### config.mk
export PLATFORM = sky130hd
export DESIGN_NAME = clmul_seq_flat
export DESIGN_NICKNAME = d
export VERILOG_FILES = /design/src/rtl/clmul_pkg.sv /design/src/rtl/clmul_if.sv /design/src/rtl/clmul_digit.sv /design/src/rtl/clmul_seq.sv /design/src/flat_wrapper.sv
export SDC_FILE = /design/constraint.sdc
export NUM_CORES = 1
export LEC_CHECK = 0
export CORE_ASPECT_RATIO = 0.6
export CORE_MARGIN = 2
export CORE_UTILIZATION = 44
export DETAILED_ROUTE_END_ITERATION = 12
export PLACE_DENSITY = 0.69
export SETUP_SLACK_MARGIN = 0.5
export SYNTH_ARGS = -nofsm -noshare
export SYNTH_HDL_FRONTEND = slang
export SYNTH_HIERARCHICAL = 1
export SYNTH_SLANG_ARGS = --single-unit
### constraint.sdc
create_clock -name clk -period 8.6 [get_ports clk]
set_input_delay 2.15 -clock clk [delete_from_list [all_inputs] [get_ports clk]]
set_output_delay 2.15 -clock clk [all_outputs]
set_load 0.01 [all_outputs]
### src/rtl/clmul_pkg.sv
// Shared types and sizing helpers for the sequential carry-less multiplier.
package clmul_pkg;

    typedef enum logic [1:0] {
        IDLE = 2'd0,
        BUSY = 2'd1,
        DONE = 2'd2
    } state_e;

    function automatic int steps(input int w, input int d);
        return w / d;
    endfunction

    // Step counter must hold 0..steps-1 and never collapse to zero bits
    function automatic int cnt_width(input int w, input int d);
        return ($clog2(w / d) < 1) ? 1 : $clog2(w / d);
    endfunction

endpackage

### src/rtl/clmul_if.sv
// Request/result bundle of clmul_seq: operands and start in, busy/done/product out.
interface clmul_if #(
    parameter int W = 32
);
    logic             start;
    logic [W-1:0]     a;
    logic [W-1:0]     b;
    logic             busy;
    logic             done;
    logic [2*W-1:0]   p;

    modport master (output start, output a, output b, input busy, input done, input p);
    modport slave  (input start, input a, input b, output busy, output done, output p);
endinterface

### src/rtl/clmul_digit.sv
// One multiplier digit: XOR-accumulates b_j * (a_sh << j) for the D bits of the current step.
module clmul_digit
    import clmul_pkg::*;
#(
    parameter int W = 32,
    parameter int D = 1
) (
    input  logic [2*W-1:0] a_sh,
    input  logic [D-1:0]   b_bits,
    input  logic [2*W-1:0] acc_in,
    output logic [2*W-1:0] acc_out
);

    // Partial products of all D bits folded into the accumulator in one pass
    always_comb begin
        acc_out = acc_in;
        for (int j = 0; j < D; j++) begin
            if (b_bits[j]) begin
                acc_out = acc_out ^ (a_sh << j);
            end else begin
                acc_out = acc_out;
            end
        end
    end

endmodule

### src/rtl/clmul_seq.sv
// Sequential GF(2)[x] multiplier, D multiplier bits per cycle, sticky done.
// Optional: CLMUL_EARLY_EXIT_EN finishes as soon as the remaining multiplier bits are zero.
module clmul_seq
    import clmul_pkg::*;
#(
    parameter int W = 32,
    parameter int D = 1
) (
    input  logic   clk,
    input  logic   rst,
    clmul_if.slave bus
);

    localparam int             NSTEPS = steps(W, D);
    localparam int             CW     = cnt_width(W, D);
    localparam logic [CW-1:0]  LAST   = CW'(NSTEPS - 1);
    localparam logic [1:0]     S_IDLE = IDLE;
    localparam logic [1:0]     S_BUSY = BUSY;
    localparam logic [1:0]     S_DONE = DONE;

    logic [1:0]     state_r;
    logic [2*W-1:0] a_sh_r;
    logic [W-1:0]   b_sh_r;
    logic [2*W-1:0] acc_r;
    logic [CW-1:0]  cnt_r;
    logic           busy_r;
    logic           done_r;
    logic [2*W-1:0] p_r;

    logic [2*W-1:0] acc_nxt_s;
    logic [W-1:0]   b_sh_nxt_s;
    logic           finish_s;

    clmul_digit #(.W(W), .D(D)) u_digit (
        .a_sh    (a_sh_r),
        .b_bits  (b_sh_r[D-1:0]),
        .acc_in  (acc_r),
        .acc_out (acc_nxt_s)
    );

    // Decide whether the current BUSY edge is the final step
    always_comb begin
        b_sh_nxt_s = b_sh_r >> D;
`ifdef CLMUL_EARLY_EXIT_EN
        finish_s   = (cnt_r == LAST) || (b_sh_nxt_s == {W{1'b0}});
`else
        finish_s   = (cnt_r == LAST);
`endif
    end

    // Control FSM and datapath registers
    always_ff @(posedge clk or posedge rst) begin
        if (rst) begin
            state_r <= S_IDLE;
            a_sh_r  <= {(2*W){1'b0}};
            b_sh_r  <= {W{1'b0}};
            acc_r   <= {(2*W){1'b0}};
            cnt_r   <= {CW{1'b0}};
            busy_r  <= 1'b0;
            done_r  <= 1'b0;
            p_r     <= {(2*W){1'b0}};
        end else begin
            case (state_r)
                S_IDLE, S_DONE: begin
                    if (bus.start) begin
                        a_sh_r  <= {{W{1'b0}}, bus.a};
                        b_sh_r  <= bus.b;
                        acc_r   <= {(2*W){1'b0}};
                        cnt_r   <= {CW{1'b0}};
                        done_r  <= 1'b0;
                        busy_r  <= 1'b1;
                        state_r <= S_BUSY;
                    end
                end
                S_BUSY: begin
                    acc_r  <= acc_nxt_s;
                    a_sh_r <= a_sh_r << D;
                    b_sh_r <= b_sh_nxt_s;
                    cnt_r  <= cnt_r + CW'(1);
                    if (finish_s) begin
                        p_r     <= acc_nxt_s;
                        busy_r  <= 1'b0;
                        done_r  <= 1'b1;
                        state_r <= S_DONE;
                    end
                end
                default: begin
                    state_r <= S_IDLE;
                    busy_r  <= 1'b0;
                    done_r  <= 1'b0;
                end
            endcase
        end
    end

    assign bus.busy = busy_r;
    assign bus.done = done_r;
    assign bus.p    = p_r;

endmodule

### src/flat_wrapper.sv
// flat-port wrapper written by rule: the top's interface ports become plain ports
module clmul_seq_flat import clmul_pkg::*;
#(
    parameter int W = 32,
    parameter int D = 1
)
  (clk, rst, bus_start, bus_a, bus_b, bus_busy, bus_done, bus_p);
  clmul_if #(.W(W)) bus_i ();
  input  logic clk;
  input  logic rst;
  input wire logic [$bits(bus_i.start)-1:0] bus_start;
  input wire logic [$bits(bus_i.a)-1:0] bus_a;
  input wire logic [$bits(bus_i.b)-1:0] bus_b;
  output wire logic [$bits(bus_i.busy)-1:0] bus_busy;
  output wire logic [$bits(bus_i.done)-1:0] bus_done;
  output wire logic [$bits(bus_i.p)-1:0] bus_p;
  assign bus_i.start = bus_start;
  assign bus_i.a = bus_a;
  assign bus_i.b = bus_b;
  assign bus_busy = bus_i.busy;
  assign bus_done = bus_i.done;
  assign bus_p = bus_i.p;
  clmul_seq #(.W(W), .D(D)) u_core (.clk(clk), .rst(rst), .bus(bus_i));
endmodule
==> impl_metrics.py <==
metrics = {
    "critical_path": {
        "cp-end-kind": "register",
        "crit_path_max_fanout": 72,
        "critPathMostFrequentCell": "buf_4",
        "cpPeakStageDelay_ns": 0.72,
        "cp_cell_sequence": "clkdlybuf4s50_1 -> nor2b_4 -> buf_4 -> nor2_4 -> buf_4 -> a22o_1",
        "startpoint_type": "primary input",
        "critical-path-top-delay-family": "buffers and inverters",
        "cp.required_ns": 9.03,
        "arrival_ns": 4.84,
        "path_buf_inv": 3,
        "crit_slowest_cell": "buf_4",
        "path_class": "in -> reg",
    },
    "place": {
        "pre_cts_ws_ns": 3.746,
        "port_buffers": 132,
        "dp_hpwl_mm": 12.78,
        "globalplace.congestion": 0.7716,
    },
    "floorplan": {
        "die_area_um2": 23870,
        "ioPinCount": 133,
        "die_h_um": 120.5,
        "core_area_um2": 22120,
        "start_util_pct": 44.97,
        "die_w_um": 198.1,
        "row_count": 42,
    },
    "sta": {
        "rsz0062_at_grt": "no",
        "setup_viol": 0,
        "timing.final.ws_setup_ns": 4.190,
        "tightest_slew_ns": 1.142,
        "finalMaxSlewViolations": 0,
        "fmax_mhz": 226.8,
        "period_share_pct": 51.28,
        "period_minus_slack_ns": 4.410,
        "slew_headroom_pct": 23.87,
        "hold_violations": 0,
        "skew_ns": 0.01254,
        "tns_ns": 0,
    },
    "final_layout": {
        "drive_gt1_share_pct": 12.23,
        "area.growth.synth_to_final_pct": 21.24,
        "fillers": 1872,
        "final_nets": 971,
        "finish.utilization_pct": 54.52,
        "n_antenna_cell": 0,
    },
    "synthesis": {
        "netlist_instances": 798,
        "synth-seq-cells": 232,
        "synth_nets": 867,
        "synth_cell_type_count": 26,
        "netlist_area_um2": 9948,
        "ys_seq_area_share_pct": 58.36,
        "yosysWarnings": 6,
        "syn_avg_cell_area_um2": 12.47,
    },
    "clock_network": {
        "clkTransAtPathRegs_ns": 0.06,
        "post_cts_resized": 0,
        "cts_root_buf": "clkbuf_16",
        "clock_path_buffers": 3,
        "cts_sinks": 232,
        "cts_tree": "built",
        "cts_buffers": 22,
        "cts_hold_buf": 0,
        "htreeDepth": 1,
        "clkLatencyLatePin_ns": 0.50,
        "post_cts_buffers": 0,
    },
    "power_and_ir_drop": {
        "sw_frac_of_total_pct": 34.65,
        "p_sw_mw": 1.616,
        "powerDensity_nw_per_um2": 386.6,
        "p_total_mw": 4.663,
        "clkPwrFrac_pct": 20.0,
        "p_leak_nw": 5.539,
        "power.internal_mw": 3.048,
        "combPwrFrac_pct": 39.0,
        "p_seq_share_pct": 41.1,
        "vdd_ir_drop_max_v": 0.0001855,
    },
    "detailed_routing": {
        "firstDrtPassIters": 5,
        "drt_iter0_markers": 461,
        "ant_nets": 0,
        "viasPerCell": 5.358,
        "wl_per_cell_um": 17.31,
        "vias": 6558,
        "drc": 0,
        "drt_wl_total_mm": 21.19,
    },
    "flow_run": {
        "cap_violations": 0,
    },
    "global_route": {
        "grt_pass1_vias": 6388,
        "grt_antenna_before_repair": 0,
        "grt-ovfl-total": 0,
        "grt_max_degree": 106,
        "grt_pass1_wl_mm": 35.01,
        "track_usage_pct": 18.24,
    },
    "hold_path": {
        "hold_class": "reg -> reg",
    },
    "outcome": {
        "outcome": "completed",
    },
}
==> cells in the mapped netlist (all sizes together) <==
master	n	share of area, %
dfrtp	232	58
nand2	129	4.9
a22o	100	8.8
mux2	64	9.1
xnor2	64	5.6
nand3	63	3.2
a22oi	62	4.7
buf	44	3.2
clkbuf	19	0.72
o21ai	4	0.20
nand2b	3	0.19
nor2	3	0.14
ha	2	0.25
mux2i	2	0.20
a21o	1	0.075
and2b	1	0.075
and3	1	0.063
inv	1	0.038
nand4	1	0.063
nor2b	1	0.063
nor3b	1	0.075
==> worst register-to-register path: stages, from the launching register on <==
cell     delay (ns)
dfrtp_1        0.42
and2b_4        0.78
buf_4          0.97
a22oi_1        0.36
nand2_1        0.11
==> logic make-up after synthesis <==
| logic type | Yosys count | share of synthesized area (%) |
|---|---|---|
| multiplexers | 66 | 9.294 |
| adder cells (fa/ha/maj) | 2 | 0.2515 |
| buffers and inverters | 64 | 3.999 |
| AND/OR/NAND/NOR | 203 | 8.704 |
| AO/OA/AOI/OAI | 167 | 13.76 |
| XOR/XNOR | 64 | 5.635 |
| flip-flops | 232 | 58.36 |
==> routing by layer <==
metal | GRT usage [%] | vias up | part of all wire, %
li1 | - | 3052 | -
met1 | 29.96 | 3294 | 52
met2 | 24.63 | 184 | 41
met3 | 3.710 | 28 | 5.6
met4 | 3.242 | 0 | 1.5
met5 | 0 | - | 0
==> final timing paths <==
| kind | end | slack [ns] | from | depth (start not counted) |
|---|---|---|---|---|
| max in group asynchronous | u_core/bus.p[56] | 5.03 | rst | 4 |
| min | u_core/cnt_r[3] | 0.49 | u_core/cnt_r[3] | 1 |
| max | u_core/acc_r[45] | 4.19 | bus_start | 6 |
| min in group asynchronous | u_core/bus.p[36] | 1.92 | rst | 2 |
| max reg2reg | u_core/a_sh_r[3] | 5.91 | u_core/state_r[1] | 4 |
| min reg2reg | u_core/cnt_r[3] | 0.49 | u_core/cnt_r[3] | 1 |
==> power groups by stage <==
stage	Combinational [mW]	Clock [mW]	Sequential, mW
6_report	1.82	0.931	1.91
5_1_grt	2.02	1.00	1.98
3_5_place_dp	1.83	0	1.92
2_1_floorplan	1.38	0	1.87
4_1_cts	1.84	0.958	1.92
3_3_place_gp	1.77	0	1.92
==> cell usage in the layout, fill, tap and decap left out, drive strengths merged, types with 4 or more instances in the layout <==
cell	count
a22oi	62
clkbuf	37
xnor2	64
o21ai	4
buf	11
dfrtp	232
mux2	64
nand2	129
a22o	100
nand3	63
clkdlybuf4s50	132
==> sequential cells by signal, summed over array words and instances (netlist names) <==
signal,cells
u_core/bus.busy,1
u_core/cnt_r,5
u_core/b_sh_r,32
u_core/a_sh_r,64
u_core/acc_r,64
u_core/state_r,2
u_core/bus.p,64
==> layout make-up <==
cell class                      count  area, um2  share of cell area [%]
Clock buffer                       37      678.2                   5.622
Clock inverter                      1      7.507                 0.06224
Inverter                            1      7.507                 0.06224
Multi-Input combinational cell    502       3772                   31.28
Sequential cell                   232       5807                   48.14
Tap cell                          308      385.4                   3.195
Timing Repair Buffer              143       1404                   11.64
==> stage by stage <==
stage	instances	hold WS [ns]	cell area [um2]
CTS	1224	0.4812	12060
floorplan	798	0.4372	9952
global route	1224	0.4928	12060
global placement	1186	0.4525	11380
finish	1224	0.4853	12060
detailed placement	1186	0.4689	11380
No activity file was read; power rests on OpenSTA's default activity.
